===== src/rtl/dac_feed_pkg.sv =====
// ---------------------------------------------------------------------------
// dac_feed_pkg
// Shared definitions for the DAC sample feeder: sample width and the
// dispatch FSM state encoding used by dac_sample_feeder.
// ---------------------------------------------------------------------------
package dac_feed_pkg;

   // Width of one DAC sample (MCP47FEB is a 12-bit part)
   localparam int SAMPLE_W = 12;

   // Dispatch FSM states; the encoding is fixed so a debugger can read it raw
   typedef enum logic [1:0] {
      IDLE      = 2'd0,
      ISSUE     = 2'd1,
      WAIT_DONE = 2'd2
   } feed_state_t;

endpackage


===== src/rtl/sample_fifo.sv =====
// ---------------------------------------------------------------------------
// sample_fifo
// Synchronous first-word-fall-through FIFO with a level output and a
// single-cycle flush. The head entry is visible on rd_data whenever
// empty is low, so the consumer can take it in the same cycle it pops.
//
// Ports
//   clk      in   system clock
//   rst_n    in   asynchronous active-low reset
//   flush    in   drop all entries; overrides push and pop in that cycle
//   push     in   write wr_data (ignored while full)
//   wr_data  in   WIDTH-bit entry to store
//   pop      in   discard the head entry (ignored while empty)
//   rd_data  out  head entry (valid while !empty)
//   full     out  no free slot
//   empty    out  no entry held
//   level    out  number of entries held, 0..2^AW
// ---------------------------------------------------------------------------
import dac_feed_pkg::*;

module sample_fifo #(
   parameter int WIDTH = SAMPLE_W,
   parameter int AW    = 4
) (
   input  logic             clk,
   input  logic             rst_n,
   input  logic             flush,
   input  logic             push,
   input  logic [WIDTH-1:0] wr_data,
   input  logic             pop,
   output logic [WIDTH-1:0] rd_data,
   output logic             full,
   output logic             empty,
   output logic [AW:0]      level
);

   localparam int DEPTH = 1 << AW;

   logic [WIDTH-1:0] mem [DEPTH];
   logic [AW:0]      wr_ptr;
   logic [AW:0]      rd_ptr;
   logic             do_push;
   logic             do_pop;

   // Pointers carry one extra wrap bit, so their difference is the fill level
   // and full/empty need no separate flag registers
   assign level   = wr_ptr - rd_ptr;
   assign full    = (level == (AW+1)'(DEPTH));
   assign empty   = (level == '0);
   assign do_push = push && !full && !flush;
   assign do_pop  = pop && !empty && !flush;
   assign rd_data = mem[rd_ptr[AW-1:0]];

   // Pointer update; flush collapses both pointers back to zero
   always_ff @(posedge clk or negedge rst_n) begin
      if (!rst_n) begin
         wr_ptr <= '0;
         rd_ptr <= '0;
      end else if (flush) begin
         wr_ptr <= '0;
         rd_ptr <= '0;
      end else begin
         if (do_push) wr_ptr <= wr_ptr + 1'b1;
         if (do_pop)  rd_ptr <= rd_ptr + 1'b1;
      end
   end

   // Storage array has no reset; stale contents are never read because
   // the consumer only looks at rd_data while the FIFO is non-empty
   always_ff @(posedge clk) begin
      if (do_push) mem[wr_ptr[AW-1:0]] <= wr_data;
   end

endmodule


===== src/rtl/dac_sample_feeder.sv =====
// ---------------------------------------------------------------------------
// dac_sample_feeder
// Front end of the MCP47FEB I2C DAC writer. Buffers producer samples,
// paces them at one slot every rate_div+1 clocks and hands each sample to
// the writer through ch_value/enable, respecting the writer's busy flag.
// Empty-FIFO slots count as underruns; slots that arrive while the previous
// one has not been dispatched count as slips.
//
// Ports
//   clk           in   system clock
//   rst_n         in   asynchronous active-low reset
//   s_data        in   sample from producer
//   s_valid       in   s_data valid
//   s_ready       out  FIFO can accept (not full)
//   run           in   1 = issue samples at slot rate
//   flush         in   pulse: empty the FIFO
//   rate_div      in   slot period minus one, in clk cycles
//   clear_status  in   pulse: zero counters and the sticky underrun flag
//   dac_busy      in   busy from the DAC writer
//   ch_value      out  sample presented to the writer
//   enable        out  transfer request to the writer
//   fifo_level    out  entries held in the FIFO
//   underrun      out  sticky, set by an empty-FIFO slot
//   underrun_cnt  out  saturating count of empty-FIFO slots
//   slip_cnt      out  saturating count of slots lost to a busy writer
// ---------------------------------------------------------------------------
import dac_feed_pkg::*;

module dac_sample_feeder #(
   parameter int FIFO_AW = 4,
   parameter int RATE_W  = 16,
   parameter int CNT_W   = 16
) (
   input  logic                clk,
   input  logic                rst_n,
   input  logic [SAMPLE_W-1:0] s_data,
   input  logic                s_valid,
   output logic                s_ready,
   input  logic                run,
   input  logic                flush,
   input  logic [RATE_W-1:0]   rate_div,
   input  logic                clear_status,
   input  logic                dac_busy,
   output logic [SAMPLE_W-1:0] ch_value,
   output logic                enable,
   output logic [FIFO_AW:0]    fifo_level,
   output logic                underrun,
   output logic [CNT_W-1:0]    underrun_cnt,
   output logic [CNT_W-1:0]    slip_cnt
);

   feed_state_t         state;
   logic [RATE_W-1:0]   timer;
   logic                pending;
   logic                tick;
   logic                consume;
   logic                slip;
   logic                fifo_full;
   logic                fifo_empty;
   logic                fifo_pop;
   logic [SAMPLE_W-1:0] fifo_head;

   // A slot fires when the down-counter sits at zero while running.
   // A pending slot is consumed (sent or reported as underrun) only from
   // IDLE with the writer free. Flush defers the consume by a cycle so
   // ch_value is never loaded from an entry that is being discarded.
   // A tick that lands on an unconsumed pending slot is a slip; a tick in
   // the same cycle as a consume simply re-arms pending.
   assign s_ready  = !fifo_full;
   assign tick     = run && (timer == '0);
   assign consume  = run && pending && !dac_busy && !flush && (state == IDLE);
   assign slip     = tick && pending && !consume;
   assign fifo_pop = consume && !fifo_empty;

   sample_fifo #(
      .WIDTH (SAMPLE_W),
      .AW    (FIFO_AW)
   ) u_fifo (
      .clk     (clk),
      .rst_n   (rst_n),
      .flush   (flush),
      .push    (s_valid),
      .wr_data (s_data),
      .pop     (fifo_pop),
      .rd_data (fifo_head),
      .full    (fifo_full),
      .empty   (fifo_empty),
      .level   (fifo_level)
   );

   // Slot timer: parked at rate_div while stopped so the first slot after
   // run rises comes a full period later; new rate_div values only take
   // effect on reload
   always_ff @(posedge clk or negedge rst_n) begin
      if (!rst_n) begin
         timer <= '0;
      end else if (!run) begin
         timer <= rate_div;
      end else if (timer == '0) begin
         timer <= rate_div;
      end else begin
         timer <= timer - 1'b1;
      end
   end

   // Pending slot flag plus the saturating slip counter
   always_ff @(posedge clk or negedge rst_n) begin
      if (!rst_n) begin
         pending  <= 1'b0;
         slip_cnt <= '0;
      end else begin
         if (!run) begin
            pending <= 1'b0;
         end else if (tick) begin
            pending <= 1'b1;
         end else if (consume) begin
            pending <= 1'b0;
         end

         if (clear_status) begin
            slip_cnt <= '0;
         end else if (slip && (slip_cnt != '1)) begin
            slip_cnt <= slip_cnt + 1'b1;
         end
      end
   end

   // Dispatch FSM: IDLE loads ch_value and raises enable, ISSUE holds the
   // request until the writer reports busy, WAIT_DONE waits for it to finish.
   // ch_value is left untouched on underrun so the DAC keeps its last level.
   // clear_status is applied last so it beats a same-cycle underrun.
   always_ff @(posedge clk or negedge rst_n) begin
      if (!rst_n) begin
         state        <= IDLE;
         ch_value     <= '0;
         enable       <= 1'b0;
         underrun     <= 1'b0;
         underrun_cnt <= '0;
      end else begin
         case (state)
            IDLE: begin
               if (consume) begin
                  if (fifo_empty) begin
                     underrun <= 1'b1;
                     if (underrun_cnt != '1) underrun_cnt <= underrun_cnt + 1'b1;
                  end else begin
                     ch_value <= fifo_head;
                     enable   <= 1'b1;
                     state    <= ISSUE;
                  end
               end
            end
            ISSUE: begin
               if (dac_busy) begin
                  enable <= 1'b0;
                  state  <= WAIT_DONE;
               end
            end
            WAIT_DONE: begin
               if (!dac_busy) state <= IDLE;
            end
            default: begin
               enable <= 1'b0;
               state  <= IDLE;
            end
         endcase

         if (clear_status) begin
            underrun     <= 1'b0;
            underrun_cnt <= '0;
         end
      end
   end

endmodule


===== config.mk =====
export PLATFORM = sky130hd
export DESIGN_NAME = dac_sample_feeder
export DESIGN_NICKNAME = d
export VERILOG_FILES = /design/src/rtl/dac_feed_pkg.sv /design/src/rtl/sample_fifo.sv /design/src/rtl/dac_sample_feeder.sv
export SDC_FILE = /design/constraint.sdc
export NUM_CORES = 1
export LEC_CHECK = 0
export BUFFER_PORTS_ARGS = -buffer_cell sky130_fd_sc_hd__buf_2
export CORE_MARGIN = 2
export CORE_UTILIZATION = 45
export CTS_BUF_LIST = sky130_fd_sc_hd__clkbuf_4 sky130_fd_sc_hd__clkbuf_8
export DETAILED_ROUTE_END_ITERATION = 16
export SYNTH_ARGS = -nofsm -noshare
export SYNTH_HDL_FRONTEND = slang
export SYNTH_SLANG_ARGS = --single-unit

===== constraint.sdc =====
create_clock -name clk -period 9 [get_ports clk]
set_input_delay 0.45 -clock clk [delete_from_list [all_inputs] [get_ports clk]]
set_output_delay 0.45 -clock clk [all_outputs]
set_load 0.005 [all_outputs]

; Yosys cells after proc, flatten, opt, wreduce, memory -nomap -nowiden
; Memories as Yosys holds them, arrays and structs flattened. A register that Yosys moved wholly into a read port is not among the register bits.
; Index checks and enable logic that the tools add are counted.
[classes]
n_mux = 31
bitwise = 2
eq_ne = 10
n_reduce_logical = 34
addsub = 6
[op_table]
columns = cell, n
row1 = $mux W16, 9
row2 = $add A16 B1 Y16 const B, 2
row3 = $ne A16 B16 Y1 const B, 2
row4 = $mux W5, 4
row5 = $logic_not A16 Y1, 1
row6 = $sub A16 B1 Y16 const B, 1
row7 = $reduce_bool A2 Y1, 7
row8 = $logic_and A1 B1 Y1, 13
row9 = $mux W1, 12
row10 = $reduce_and A4 Y1, 3
row11 = $add A5 B1 Y5 const B, 2
row12 = $mux W2, 4
row13 = $ne A2 B2 Y1 const B, 4
row14 = $logic_not A1 Y1, 6
row15 = $pmux W2 S3, 1
row16 = $reduce_and A3 Y1, 2
row17 = $eq A5 B5 Y1 const B, 1
row18 = $logic_not A5 Y1, 1
row19 = $sub A5 B5 Y5, 1
row20 = $ne A3 B1 Y1 const B, 1
row21 = $pmux W1 S3, 1
row22 = $eq A2 B1 Y1 const B, 1
row23 = $eq A2 B2 Y1 const B, 1
row24 = $logic_not A2 Y1, 1
row25 = $not A1 Y1, 2
[word_totals]
word_cells = 93
out_inout_bits = 52
ramBits = 192
reg_bits = 63
input_bits = 35
mem_count = 1
[memory_table]
columns = name, words, word_bits, read_ports, rd_clocked_by_memory_dff, write_ports, line
row1 = u_fifo.mem, 16, 12, 1, 1, 1, sample_fifo.sv:39  ; logic [WIDTH-1:0] mem [DEPTH];

; Logic depth before layout (Yosys ltp)
[logic_depth]
word_depth = 9
ltp_mapped = 11
mapped_depth_nobuf = 9

; Hierarchy
; A second synthesis with hierarchy kept.
[hier_totals]
cells_unflattened = 791
area_unflattened_um2 = 11659.9
[modules_own_cells]
columns = mod, seq_area_each_um2, cells_per_inst, area_per_inst_um2, n_inst
row1 = sample_fifo, 6015.8, 458, 8261.7, 1
row2 = dac_sample_feeder, 1626.6, 333, 3398.3, 1

; Worst setup path after synthesis
; No wires, ideal clock.
[synth_timing]
path_type = register to register
startpoint = reg u_fifo.rd_ptr[1]
endpoint = mem u_fifo.mem[0][0] in the netlist's numbering (enable)
stages_incl_launch_ff = 11
arrival_ns = 3.479
synth_period_minus_slack_ns = 3.892
setup_slack_ns = 5.108
setup_time_ns = 0.412
t_required_ns = 8.588
n_path_buf = 3
path_cell_list = dfrtp_1 > clkbuf_1 > clkbuf_1 > inv_1 > fa_1 > xor2_1 > nand4b_1 > a211oi_1 > nand2b_1 > clkbuf_1 > nor4_1
[synth_via]
elab_chain_cells = 7
[synth_rtl]
columns = item, line
row1 = "start, declared", sample_fifo.sv:41  ; logic [AW:0] rd_ptr;
row2 = "start signal, assigned", sample_fifo.sv:64  ; if (do_pop) rd_ptr <= rd_ptr + 1'b1;
row3 = $sub A5 B5 Y5, sample_fifo.sv:47  ; assign level = wr_ptr - rd_ptr;
row4 = named net fifo_level[2], dac_sample_feeder.sv:46  ; output logic [FIFO_AW:0] fifo_level,
row5 = $eq A5 B5 Y1, sample_fifo.sv:48  ; assign full = (level == (AW+1)'(DEPTH));
row6 = $logic_not A1 Y1, sample_fifo.sv:50  ; assign do_push = push && !full && !flush;
row7 = $logic_and A1 B1 Y1 (2 in series), sample_fifo.sv:50
row8 = $mux W1, sample_fifo.sv:71  ; if (do_push) mem[wr_ptr[AW-1:0]] <= wr_data;
row9 = $mux W1 (not written as such), sample_fifo.sv:71
row10 = "end, declared", sample_fifo.sv:39
; The timed path passes the listed nets, and every way through them passes these cells.

; Final worst setup path
[layout_timing]
startpoint = reg u_fifo.rd_ptr[0]
endpoint = mem u_fifo.mem[8][2] in the netlist's numbering (enable)
[layout_via]
elab_chain_cells = 7
[layout_rtl]
columns = item, line
row1 = $sub A5 B5 Y5, sample_fifo.sv:47
row2 = $eq A5 B5 Y1, sample_fifo.sv:48
row3 = $logic_not A1 Y1, sample_fifo.sv:50
row4 = $logic_and A1 B1 Y1 (2 in series), sample_fifo.sv:50
row5 = $mux W1, sample_fifo.sv:71
row6 = $mux W1 (not written as such), sample_fifo.sv:71
; Every way passes these cells.

==> flow_summary.json <==
{
  "worst_setup_path_end_kind": "flip-flop",
  "design.die.area_um2": 26700,
  "multiInputGateArea_um2": 3690,
  "wl_per_cell_um": 21.7,
  "grt_antenna_before_repair": 0,
  "port_buffers": 86,
  "finalCritPeriodShare": 0.539,
  "drt_first_pass_iters": 5,
  "p_per_area_nw_per_um2": 195,
  "grt_first_pass_wirelength_mm": 40.8,
  "netlist_instances": 760,
  "maxClockFrequency_mhz": 206,
  "finalPower_mw": 2.58,
  "drt.antenna.violating_nets": 0,
  "reg2reg_slack_ns": 4.15,
  "layout.nets": 906,
  "hold-worst-slack_ns": 0.0674,
  "cts-htree-levels": 2,
  "p_leak_nw": 4.69,
  "final_layout_size_suffix_gt1_frac": 0.286,
  "synthesis.area_um2": 11500,
  "maxSlewViolCount": 0,
  "postSynth.topFlopCell": "sky130_fd_sc_hd__edfxtp_1",
  "cts-hold-fix-buffers": 0,
  "fp.dieH_um": 164,
  "clockRootBuffer": "sky130_fd_sc_hd__clkbuf_8",
  "grt_use_met2": 0.327,
  "worst_ep_required_time_ns": 9.20,
  "worst_slew_pin_tran_ns": 1.24,
  "place_hpwl_mm": 17.3,
  "tritoncts": "built",
  "design.portCount": 87,
  "synth_enable_flop_cells": 192,
  "reg2reg_start": "u_fifo.rd_ptr[0]$_DFFE_PN0P_",
  "gpl.final_weighted_congestion": 0.832,
  "gr-usage-met1": 0.282,
  "detailroute.via_count": 7041,
  "cp_launch_point": "u_fifo.rd_ptr[0]$_DFFE_PN0P_",
  "total_global_route_track_usage": 0.204,
  "clk_pin_slew_worst_paths_ns": 0.06,
  "postRouteWirelength_mm": 26.5,
  "clock_tree_skew_after_final_layout_ns": 0.0228,
  "postSynthNetCount": 809,
  "ctsResizeCount": 0,
  "timing.critical_path.cells": "ha_1, inv_1, fa_1, nor3b_1, nand4b_1, a211oi_1, nand2b_1, nor3_2",
  "maximum_number_of_pins_on_one_net_before_global_route_repair": 76,
  "finalCoreUtilization": 0.526,
  "maximum_ir_drop_on_the_vdd_rail_v": 0.000133,
  "worstPathMaxFanout": 53,
  "hold_violations": 0,
  "hp-class": "input pin to asynchronous set/reset pin",
  "globalRouteOverflowTotal": 0,
  "filler_cell_count": 2108,
  "post_synth_num_cell_types": 49,
  "totalNegativeSetupSlack_ns": 0,
  "groute.layer.met3.usage": 0.0447,
  "detailedPlace.worstSlack_ns": 4.18,
  "first_global_vias": 7052,
  "post_cts_buffers": 0,
  "drcViolationCount": 0,
  "initialDrtViolationCount": 683,
  "timing.critical_path.from_type": "flip-flop",
  "design_area_um2": 13200,
  "initial_core_util": 0.456,
  "grt_setup_unrepaired": "false",
  "ant_diodes": 0,
  "rows": 58,
  "seqCellArea_um2": 7650,
  "setup_viol_count_final": 0,
  "area_growth_syn_to_layout_pct": 15.3,
  "asyncSetResetFlopFracSynth": 0.281,
  "critPathKind": "flip-flop to flip-flop",
  "tritoncts.num_buffers": 44,
  "postLayoutSetupSlackWorst_ns": 4.15,
  "timing.critical_path.arrival_ns": 5.05,
  "cts.sinks": 267,
  "worstSkewPairLatency_ns": 0.55,
  "chipWidth_um": 164,
  "layout.cells.most_common": "sky130_fd_sc_hd__edfxtp_1",
  "synth-seq-cells": 267,
  "syn_area_per_cell_um2": 15.1,
  "yosys_warnings": 0,
  "relSlewSlack": 0.169,
  "seq_area_frac_synth": 0.667,
  "placed_cell_area_um2": 12300,
  "gr-max-usage-layer": "met2",
  "maximum_count_of_clock_buffers_along_a_single_path": 3,
  "minimum_clock_period_ns": 4.85,
  "layout.cells.non_filler": 1222,
  "drt-vias-per-instance": 5.76,
  "maximum_single_stage_delay_on_the_critical_path_ns": 1.05,
  "coreArea_um2": 25100,
  "run_status": "finished, final reports clean",
  "cpMaxStageDelayCell": "sky130_fd_sc_hd__dfrtp_4",
  "commonest_cells_after_routing_fill_and_taps_aside": "192 x sky130_fd_sc_hd__edfxtp_1, 85 x sky130_fd_sc_hd__buf_2, 73 x sky130_fd_sc_hd__dfrtp_1",
  "place.detailed.instances": 1141,
  "cap_violations": 0
}
## final cells by class
cell class                 count  area share
timing repair buffer          90      0.0350
multi-input combinational    441       0.279
inverter                      13     0.00369
clock inverter                32      0.0225
tap                          330      0.0313
sequential                   267       0.579
clock buffer                  49      0.0492
## registers in the layout, summed over array words and instances, names as in the netlist
register	flops
timer	16
u_fifo.rd_ptr	5
u_fifo.mem	192
state	2
underrun	1
enable	1
u_fifo.wr_ptr	5
underrun_cnt	16
pending	1
slip_cnt	16
ch_value	12
## worst max-delay path, delay by kind of cell, from the launching register on
kind	cells	cell delay, ns
AND/OR/NAND/NOR	4	1.72
flip-flops	1	1.05
AO/OA/AOI/OAI	1	0.85
adder cells (fa/ha/maj)	2	0.78
buffers and inverters	1	0.06
## path summary, 6_finish.rpt
path,endpoint,depth (start not counted)
worst max register to register,u_fifo.mem[8][2]$_DFFE_PP_,8
max in group asynchronous,u_fifo.rd_ptr[0]$_DFFE_PN0P_,1
worst min register to register,enable$_DFFE_PN0P_,2
worst min-delay path,timer[2]$_DFF_PN0_,1
min in group clk,timer[0]$_DFF_PN0_,2
worst max-delay path,u_fifo.mem[8][2]$_DFFE_PP_,8
## kinds of logic after synthesis
logic type | synth area share
flops | 0.667
xor+xnor | 0.0107
mux | 0.117
buf+inv | 0.0185
simple gates | 0.106
compound gates | 0.0644
fa+ha+maj | 0.0159
## cells in the mapped netlist, drive strengths merged (18+ instances only)
| cell | instances | share of area |
|---|---|---|
| edfxtp | 192 | 0.50 |
| dfrtp | 75 | 0.16 |
| mux4 | 48 | 0.094 |
| nor2 | 46 | 0.015 |
| a21oi | 44 | 0.019 |
| nand2 | 39 | 0.013 |
| clkbuf | 31 | 0.010 |
| a22oi | 24 | 0.016 |
| mux2 | 22 | 0.022 |
| o21ai | 20 | 0.0087 |
| nand3 | 18 | 0.0079 |
| nor4 | 18 | 0.012 |
| o31ai | 18 | 0.012 |
| or4 | 18 | 0.012 |
## metal layers
layer | vias up | wire length, µm
met2 | 255 | 12600
met3 | 41 | 1860
met1 | 3550 | 11600
li1 | 3195 | -
met5 | - | 0
met4 | 0 | 473
## power by group
group | total (mW) | internal (mW) | switching [mW]
logic | 0.0966 | 0.0274 | 0.0691
clock network | 1.14 | 0.638 | 0.497
registers | 1.35 | 1.34 | 0.0120
(Power assumes the default switching activity.)
